## src/rtl/z80_mem_arbiter.sv

```systemverilog
// Arbitrates the shared Z80 memory bus between the instruction fetcher (I) and the
// load/store unit (D). D has priority, bounded by a starvation limit, and hung cycles are cut off by a watchdog.
module z80_mem_arbiter #(
    parameter int unsigned STARVE_LIMIT = 4,
    parameter int unsigned TIMEOUT_CYC  = 255
) (
    input  logic        CLK,
    input  logic        RST,
    input  logic        flush,
    input  logic        I_MREQ,
    input  logic [15:0] I_addr,
    output logic        I_wait,
    output logic [7:0]  I_data,
    input  logic        D_MREQ,
    input  logic        D_WR,
    input  logic [15:0] D_addr,
    input  logic [7:0]  D_wdata,
    output logic        D_wait,
    output logic [7:0]  D_rdata,
    output logic        M_MREQ,
    output logic        M_RD,
    output logic        M_WR,
    output logic [15:0] M_addr,
    output logic [7:0]  M_wdata,
    input  logic [7:0]  M_rdata,
    input  logic        M_wait,
    output logic        bus_err
);

    localparam int unsigned SW = ($clog2(STARVE_LIMIT + 1) > 3) ? $clog2(STARVE_LIMIT + 1) : 3;
    localparam int unsigned CW = $clog2(TIMEOUT_CYC + 1);

    typedef enum logic [1:0] {IDLE, I_ACC, D_ACC} state_e;

    state_e          state_q;
    logic            mreq_q, rd_q, wr_q;
    logic [15:0]     addr_q;
    logic [7:0]      wdata_q;
    logic [SW-1:0]   streak_q;
    logic [CW-1:0]   cnt_q;
    logic            drop_q;
    logic            err_q;

    logic            i_req, d_grant, in_acc, timeout, done;
    logic [7:0]      rdata;

    always_comb begin
        i_req   = I_MREQ & ~flush;
        d_grant = D_MREQ & (~i_req | (streak_q < SW'(STARVE_LIMIT)));
        in_acc  = (state_q != IDLE);
        // cnt_q holds completed access cycles, so the forced completion lands on access cycle TIMEOUT_CYC
        timeout = in_acc & M_wait & (cnt_q == CW'(TIMEOUT_CYC - 1));
        done    = in_acc & ~RST & (~M_wait | timeout);
        rdata   = timeout ? 8'hFF : M_rdata;
        // A flush coinciding with the fetch completion suppresses it just like a pending drop
        I_wait  = I_MREQ & ~((state_q == I_ACC) & done & ~drop_q & ~flush);
        D_wait  = D_MREQ & ~((state_q == D_ACC) & done);
    end

    assign I_data  = rdata;
    assign D_rdata = rdata;
    assign M_MREQ  = mreq_q;
    assign M_RD    = rd_q;
    assign M_WR    = wr_q;
    assign M_addr  = addr_q;
    assign M_wdata = wdata_q;
    assign bus_err = err_q;

    always_ff @(posedge CLK) begin
        if (RST) begin
            state_q  <= IDLE;
            mreq_q   <= 1'b0;
            rd_q     <= 1'b0;
            wr_q     <= 1'b0;
            addr_q   <= '0;
            wdata_q  <= '0;
            streak_q <= '0;
            cnt_q    <= '0;
            drop_q   <= 1'b0;
            err_q    <= 1'b0;
        end else begin
            case (state_q)
                IDLE: begin
                    cnt_q  <= '0;
                    drop_q <= 1'b0;
                    if (d_grant) begin
                        state_q <= D_ACC;
                        mreq_q  <= 1'b1;
                        rd_q    <= ~D_WR;
                        wr_q    <= D_WR;
                        addr_q  <= D_addr;
                        wdata_q <= D_wdata;
                        if (i_req)
                            streak_q <= (streak_q < SW'(STARVE_LIMIT)) ? streak_q + SW'(1) : streak_q;
                        else
                            streak_q <= '0;
                    end else if (i_req) begin
                        state_q  <= I_ACC;
                        mreq_q   <= 1'b1;
                        rd_q     <= 1'b1;
                        wr_q     <= 1'b0;
                        addr_q   <= I_addr;
                        streak_q <= '0;
                    end
                end
                I_ACC, D_ACC: begin
                    if (done) begin
                        state_q <= IDLE;
                        mreq_q  <= 1'b0;
                        rd_q    <= 1'b0;
                        wr_q    <= 1'b0;
                        drop_q  <= 1'b0;
                        err_q   <= err_q | timeout;
                    end else begin
                        cnt_q <= cnt_q + CW'(1);
                        if (state_q == I_ACC && flush)
                            drop_q <= 1'b1;
                    end
                end
                default: begin
                    state_q <= IDLE;
                    mreq_q  <= 1'b0;
                    rd_q    <= 1'b0;
                    wr_q    <= 1'b0;
                end
            endcase
        end
    end

endmodule

```

## config.mk

```make
export PLATFORM = sky130hd
export DESIGN_NAME = z80_mem_arbiter
export DESIGN_NICKNAME = d
export VERILOG_FILES = /design/src/rtl/z80_mem_arbiter.sv
export SDC_FILE = /design/constraint.sdc
export NUM_CORES = 1
export LEC_CHECK = 0
export BUFFER_PORTS_ARGS = -buffer_cell sky130_fd_sc_hd__buf_2
export CORE_MARGIN = 4
export CORE_UTILIZATION = 42
export CTS_CLUSTER_DIAMETER = 60
export CTS_CLUSTER_SIZE = 30
export DETAILED_ROUTE_END_ITERATION = 10
export PLACE_DENSITY = 0.74
export SYNTH_ARGS = -nofsm -noshare
export SYNTH_HDL_FRONTEND = slang
export SYNTH_SLANG_ARGS = --single-unit
```

## constraint.sdc

```tcl
create_clock -name CLK -period 2.15 [get_ports CLK]
set_input_delay 0.3225 -clock CLK [delete_from_list [all_inputs] [get_ports CLK]]
set_output_delay 0.3225 -clock CLK [all_outputs]
set_load 0.02 [all_outputs]
```

==> metrics.md, run 1 <==
| Metric | Value |
|---|---|
| Worst-Margin Slew | `556 ps` |
| Setup tns final | `0 ps` |
| Final Wtd Congestion | `0.903` |
| Final Instance Area | `2870 sq um` |
| Average via count per standard cell | `5.21` |
| RSZ-0062 raised after global routing | `yes` |
| Min cycle time layout | `2110 ps` |
| WL final | `5790 um` |
| Vias in the first global route | `2000` |
| Status | `finished, final reports clean` |
| Core area | `4850 sq um` |
| FF-to-FF Start | `cnt_q[1]$_SDFFE_PP0P_` |
| Worst path required time | `1830 ps` |
| Initial antenna violation count | `0` |
| Tot Pwr | `2.28 mW` |
| Hold_ws | `280 ps` |
| Worst skew pair latency | `290 ps` |
| Worst Path Max Fanout | `3` |
| Die H | `79.5 um` |
| ANT nets after route | `0` |
| FF-to-FF setup slack | `250 ps` |
| Final WS setup | `44.0 ps` |
| Top Ports | `101` |
| Leak pwr | `1.33 nW` |
| Final Non-Filler Cells | `425` |
| Post-synth EDFFs | `0` |
| Syn Std Cell Area | `2150 sq um` |
| FP Rows | `25` |
| Die Area | `6320 sq um` |
| Share of cells above drive strength 1 | `39.7%` |
| Area Growth Syn to Fin | `33.9%` |
| Critical Path AT | `1780 ps` |
| Clock skew | `5.24 ps` |
| Cell Pwr Density | `793 nW/um^2` |
| Dpl ws | `134 ps` |
| Fmax | `475 MHz` |
| CTS tree | `built` |
| Hold_sp | `D_wdata[7]` |
| Slew margin rel. | `62.8%` |
| Setup CP Type | `reg -> out` |
| Synthesized Nets | `324` |
| TritonCTS Buffers | `5` |
| Seq cells post-synth | `42` |
| Synth area leaders | `dfxtp_1 39%, nand2_1 9.3%, a311oi_1 6.5%` |
| Starting density of the core | `44.3%` |
| DRT Pass-1 Iters | `4` |
| Final net count | `419` |
| Hold buffer count at CTS | `0` |
| Drt wl/cell | `13.6 um` |
| # port buffers | `100` |
| Top cell type's share of synthesized area | `39.2%` |
| Top-count cell post-synth | `nand2_1` |
| Post-synthesis sequential area ratio | `39.2%` |
| Total grt overflow | `0` |
| Iteration-0 DRC Markers | `123` |
| FF-to-FF path depth | `7` |
| Max Buffers Root-to-Sink | `2` |
| Total GRT Usage | `17.6%` |
| Hold endpoint | `M_wdata[7]$_SDFFE_PP0P_` |
| Global-route wire length before repair | `8980 um` |
| Max-cap violations | `0` |
| Synth cell types | `43` |
| Fraction of the cycle the final worst path needs | `98.0%` |
| Slew Viols, Final | `0` |
| Antenna Cells | `0` |
| Die X-Extent | `79.5 um` |
| Hpwl dp | `4090 um` |
| Reg2reg end | `state_q[1]$_SDFFE_PP0P_` |
| Sink Count | `42` |
| CP Launch Type | `flip-flop` |
| Largest net degree at the start of global routing | `34` |
| Yosys top cell by area | `dfxtp_1` |
| DR DRC count | `0` |
| Final Core Density | `59.3%` |
| Avg Synthesized Cell Area | `8.16 sq um` |
| Post-DP Area | `2640 sq um` |
| Hold path cells | `3` |
| Worst-path clk slew | `80 ps` |
| Synth cell count leaders | `53 x nand2_1, 42 x dfxtp_1, 19 x nor2_1` |
| CTS root buffer | `clkbuf_8` |
| Cell total after placement | `412` |
| Prevailing post-synth register cell | `dfxtp_1` |
| Synth async-reset ratio | `0%` |
| H-tree levels | `2` |
| Max IR drop VDD | `0.000448 V` |
| Final setup violation count | `0` |
| Final Hold Fails | `0` |
| Syn Inst Count | `263` |
| Yosys warnings | `0` |
| Crit. End Element | `output pin` |
| Worst Hold Class | `in -> reg` |
| Vias | `2214` |
==> placed cells by master, fill, tap and decap left out, types with 2 or more instances in the layout <==
cell	instances
inv_1	6
ha_1	4
o21bai_1	2
a211o_1	2
dfxtp_1	38
a21oi_1	13
nor2_1	19
a31oi_1	4
nand2_1	51
clkbuf_8	6
nand4_1	2
buf_4	15
nand2b_1	12
a311oi_1	16
nand3_1	14
a41oi_1	3
and3_1	3
o32ai_1	8
nand2_2	2
buf_2	98
inv_2	3
dfxtp_2	3
nor2b_1	4
==> registers in the layout, summed over array words and instances, names as in the netlist <==
signal and flops:
M_wdata 8, M_addr 16, M_RD 1, state_q 2, drop_q 1, streak_q 3
M_MREQ 1, M_WR 1, bus_err 1, cnt_q 8
==> per-layer routing <==
| metal | up-vias | wire, um | track usage [%] | share of wire, % |
|---|---|---|---|---|
| li1 | 1119 | - | - | - |
| met1 | 1011 | 2520 | 21.8 | 44 |
| met2 | 80 | 2720 | 29.5 | 47 |
| met3 | 4 | 498 | 4.85 | 8.6 |
| met4 | 0 | 54 | 5.33 | 0.93 |
| met5 | - | 0 | 0 | 0 |
==> cell families (layout without fill, tap and decap cells) <==
kind of cell,after synthesis,in the layout,share of synthesized area [%]
AND/OR/NAND/NOR,119,119,26.1
buffers and inverters,34,129,8.10
flip-flops,42,42,39.2
adder cells (fa/ha/maj),6,6,3.50
AO/OA/AOI/OAI,62,62,23.1
==> final cells by class <==
| class | instances | area (sq um) |
|---|---|---|
| inverter | 9 | 33.8 |
| clock inverter | 1 | 30.0 |
| timing repair buffer | 113 | 603 |
| clock buffer | 6 | 82.6 |
| multi-input combinational | 187 | 1190 |
| tap | 67 | 83.8 |
| fill | 432 | 1980 |
| sequential | 42 | 848 |
==> how the worst max path moves through the flow <==
stage               slack (ps)   endpoint  cells after the start               startpoint
finish                      40     I_wait                      7  state_q[1]$_SDFFE_PP0P_
global route                -2     I_wait                      6    cnt_q[1]$_SDFFE_PP0P_
CTS                        0.2     I_wait                      7  state_q[1]$_SDFFE_PP0P_
detailed placement         130     D_wait                      7  state_q[0]$_SDFFE_PP0P_
global placement           180     D_wait                      7  state_q[0]$_SDFFE_PP0P_
floorplan                  110  I_data[0]                      7  state_q[0]$_SDFFE_PP0P_
==> power breakdown <==
part           internal, mW  switching (mW)
Sequential            0.866          0.0462
Clock                 0.372           0.265
Combinational         0.289           0.442
Total                  1.53           0.754
==> worst max-delay path, cell delays in order, from the launching register on <==
cell	delay (ps)
dfxtp_2	350
inv_2	60
ha_4	150
nand3b_4	140
or3_4	360
a21oi_4	160
a31oi_1	110
buf_4	170
==> timing repair <==
action                     4_1_cts  5_1_grt
pin swaps                        3        4
resized for setup               16        7
gates cloned                     0        0
setup buffers                    2        4
setup endpoints to repair       18       18
No activity file was read; power rests on OpenSTA's default activity.
==> run 2: changes to the inputs <==
CORE_ASPECT_RATIO = 0.7   (was unset)
==> run 2 against run 1 <==
Compared with the run above: sequential power down 0.8%; wire length rose by 5.4%; critical endpoint unchanged; first-iteration DRC count is 4.9% higher; highest routed layer unchanged; setup slack got worse by 25 ps; clock power fell by 18%; final area down 1.5%; critical path depth is the same; power is 4.6% lower; flip-flop and latch count stayed put; clock skew grew 1.3 ps; die area is 0.29% higher; cell count increased by 0.47%.
==> metrics.md, run 2 (synthesis results as in run 1) <==
| Metric | Value |
|---|---|
| Antenna Cells | `0 (unchanged)` |
| CTS tree | `built` |
| Final setup violation count | `0 (unchanged)` |
| Die X-Extent | `93.4 um (+18%)` |
| Internal Power | `1.38 mW (-9.4%)` |
| Cell Pwr Density | `768 nW/um^2 (-3.2%)` |
| CP startpoint | `state_q[0]$_SDFFE_PP0P_` |
| Final Instance Area | `2830 sq um (-1.5%)` |
| Die H | `67.8 um (-15%)` |
| Clock share of power | `24.1% (-3.8 points)` |
| Share of cells above drive strength 1 | `38.3% (-1.4 points)` |
| RSZ-0062 raised after global routing | `yes` |
| Hold_sp | `D_addr[14]` |
| Dpl ws | `120 ps (-13.4 ps)` |
| Critical Path AT | `1810 ps (+30 ps)` |
| Worst-path clk slew | `90 ps (about the same)` |
| Fraction of the cycle the final worst path needs | `99.1% (+1.1 points)` |
| Final Hold Fails | `0 (unchanged)` |
| Total grt overflow | `0 (unchanged)` |
| CTS root buffer | `clkbuf_8` |
| Initial antenna violation count | `0 (unchanged)` |
| Max Buffers Root-to-Sink | `2 (unchanged)` |
| Min cycle time layout | `2130 ps (+24.5 ps)` |
| Die Area | `6330 sq um (+0.29%)` |
| Worst path required time | `1830 ps (about the same)` |
| H-tree levels | `2 (unchanged)` |
| Slew margin rel. | `60.9% (-1.9 points)` |
| Hold endpoint | `M_addr[14]$_SDFFE_PP0P_` |
| Worst-Margin Slew | `587 ps (+30.5 ps)` |
| Core area | `4860 sq um (+0.26%)` |
| FF-to-FF path depth | `8 (+1)` |
| ANT nets after route | `0 (unchanged)` |
| Setup CP Type | `reg -> out` |
| Delay-heaviest family, CP | `simple AND/OR/NAND/NOR gates` |
| DR DRC count | `0 (unchanged)` |
| Clock skew | `6.49 ps (+1.25 ps)` |
| Max FFs per register | `16 (unchanged)` |
| Commonest non-fill, non-tap cell in the layout | `buf_2` |
| Leak pwr | `1.29 nW (-2.9%)` |
| Fmax | `469 MHz (-1.2%)` |
| Commonest cells after routing, fill and taps aside | `99 x buf_2, 52 x nand2_1, 39 x dfxtp_1` |
| Sw Ratio | `36.4% (+3.4 points)` |
| # port buffers | `100 (unchanged)` |
| Global-route wire length before repair | `9300 um (+3.6%)` |
| Hold path cells | `3 (unchanged)` |
| Post-DP Area | `2640 sq um (-0.19%)` |
| DRT Pass-1 Iters | `5 (+1)` |
| Vias in the first global route | `1935 (-3.3%)` |
| Largest net degree at the start of global routing | `38 (+12%)` |
| WL final | `6100 um (+5.4%)` |
| FF-to-FF setup slack | `230 ps (-20 ps)` |
| Crit. End Element | `output pin` |
| Max IR drop VDD | `0.000428 V (-4.5%)` |
| Slew Viols, Final | `0 (unchanged)` |
| Worst skew pair latency | `300 ps (about the same)` |
| Net Sw Power | `0.792 mW (+5.1%)` |
| Crit path largest cell delay | `370 ps (about the same)` |
| Vias | `2214 (unchanged)` |
| CP max-delay cell | `or3_4` |
| Sink Count | `42 (unchanged)` |
| Reg2reg end | `state_q[1]$_SDFFE_PP0P_` |
| Final net count | `418 (-0.24%)` |
| # fillers | `470 (+8.8%)` |
| CP Launch Type | `flip-flop` |
| Average via count per standard cell | `5.19 (-0.47%)` |
| Status | `finished, final reports clean` |
| Drt wl/cell | `14.3 um (+4.9%)` |
| Worst Path Max Fanout | `3 (unchanged)` |
| Cells along the critical path | `inv_2, ha_4, nand3b_4, or3_4, a21oi_4, a31oi_2, buf_4` |
| Final WS setup | `19.4 ps (-24.5 ps)` |
| Hold_ws | `273 ps (-7.09 ps)` |
| Buf/Inv on CP | `2 (unchanged)` |
| Logic pwr share | `34.3% (+2.2 points)` |
| Final Wtd Congestion | `0.913 (+1.0%)` |
| TritonCTS Buffers | `5 (unchanged)` |
| Top Ports | `101 (unchanged)` |
| Iteration-0 DRC Markers | `129 (+4.9%)` |
| Hpwl dp | `4470 um (+9.3%)` |
| Area Growth Syn to Fin | `31.9%` |
| Hold buffer count at CTS | `0 (unchanged)` |
| Total GRT Usage | `18.3% (+0.70 points)` |
| Starting density of the core | `44.1% (-0.11 points)` |
| Seq pwr share | `41.6% (+1.6 points)` |
| Worst Hold Class | `in -> reg` |
| FP Rows | `21 (-16%)` |
| Tot Pwr | `2.17 mW (-4.6%)` |
| FF-to-FF Start | `state_q[0]$_SDFFE_PP0P_` |
| Max-cap violations | `0 (unchanged)` |
run 2: how the worst max path moves through the flow:
| stage | to | cells after the start | slack [ps] |
|---|---|---|---|
| 6_report | I_wait | 7 | 20 |
| 5_1_grt | I_wait | 7 | -30 |
| 4_1_cts | I_wait | 7 | -20 |
| 3_5_place_dp | I_wait | 7 | 120 |
| 3_3_place_gp | I_wait | 7 | 180 |
| 2_1_floorplan | I_data[0] | 7 | 110 |
run 2: worst reg2reg max path, cell delays in order (launching register included):
cell and delay, ps:
dfxtp_2 350, inv_2 50, ha_4 160, nand3b_4 160, buf_4 150, buf_4 130, o311ai_4 370, a21boi_4 310
o32ai_1 100
run 2: metal layers:
| layer | vias to the layer above | track usage [%] | routed length, um |
|---|---|---|---|
| met5 | - | 0 | 0 |
| met4 | 0 | 5.12 | 82 |
| met3 | 8 | 4.01 | 353 |
| met2 | 64 | 29.9 | 2890 |
| met1 | 1024 | 24.5 | 2770 |
| li1 | 1118 | - | - |
run 2: area by class of cell:
type                    instances  area [sq um]  area share [%]
well taps                      69          86.3            3.05
flip-flops and latches         42           847            29.9
inverters                       9          33.8            1.19
clock buffers                   5          68.8            2.43
multi-input cells             187          1180            41.6
clock inverters                 3          23.8           0.840
repair buffers                112           593            21.0
run 2: power groups by stage:
stage                     Combinational (mW)  Sequential [mW]  Clock, mW
after CTS                              0.739            0.907      0.541
final                                  0.746            0.905      0.524
after floorplan                        0.395             1.01          0
after detailed placement               0.709            0.923          0
after global routing                   0.816            0.916      0.582
after global placement                 0.694            0.918          0
run 2: stage by stage:
step | util [%] | instances | setup TNS (ps)
final | 58.2 | 427 | 0
after detailed placement | 54.3 | 413 | 0
after floorplan | - | 263 | 0
after CTS | 57.5 | 425 | -23.8
after global routing | 58.2 | 427 | -42.7
after global placement | 54.3 | 413 | 0
run 2: timing repair:
item	4_1_cts	5_1_grt
endpoints found under the setup margin	18	18
pin swaps	4	4
resized for setup	11	5
hold endpoints to repair	0	0
setup buffers	4	3
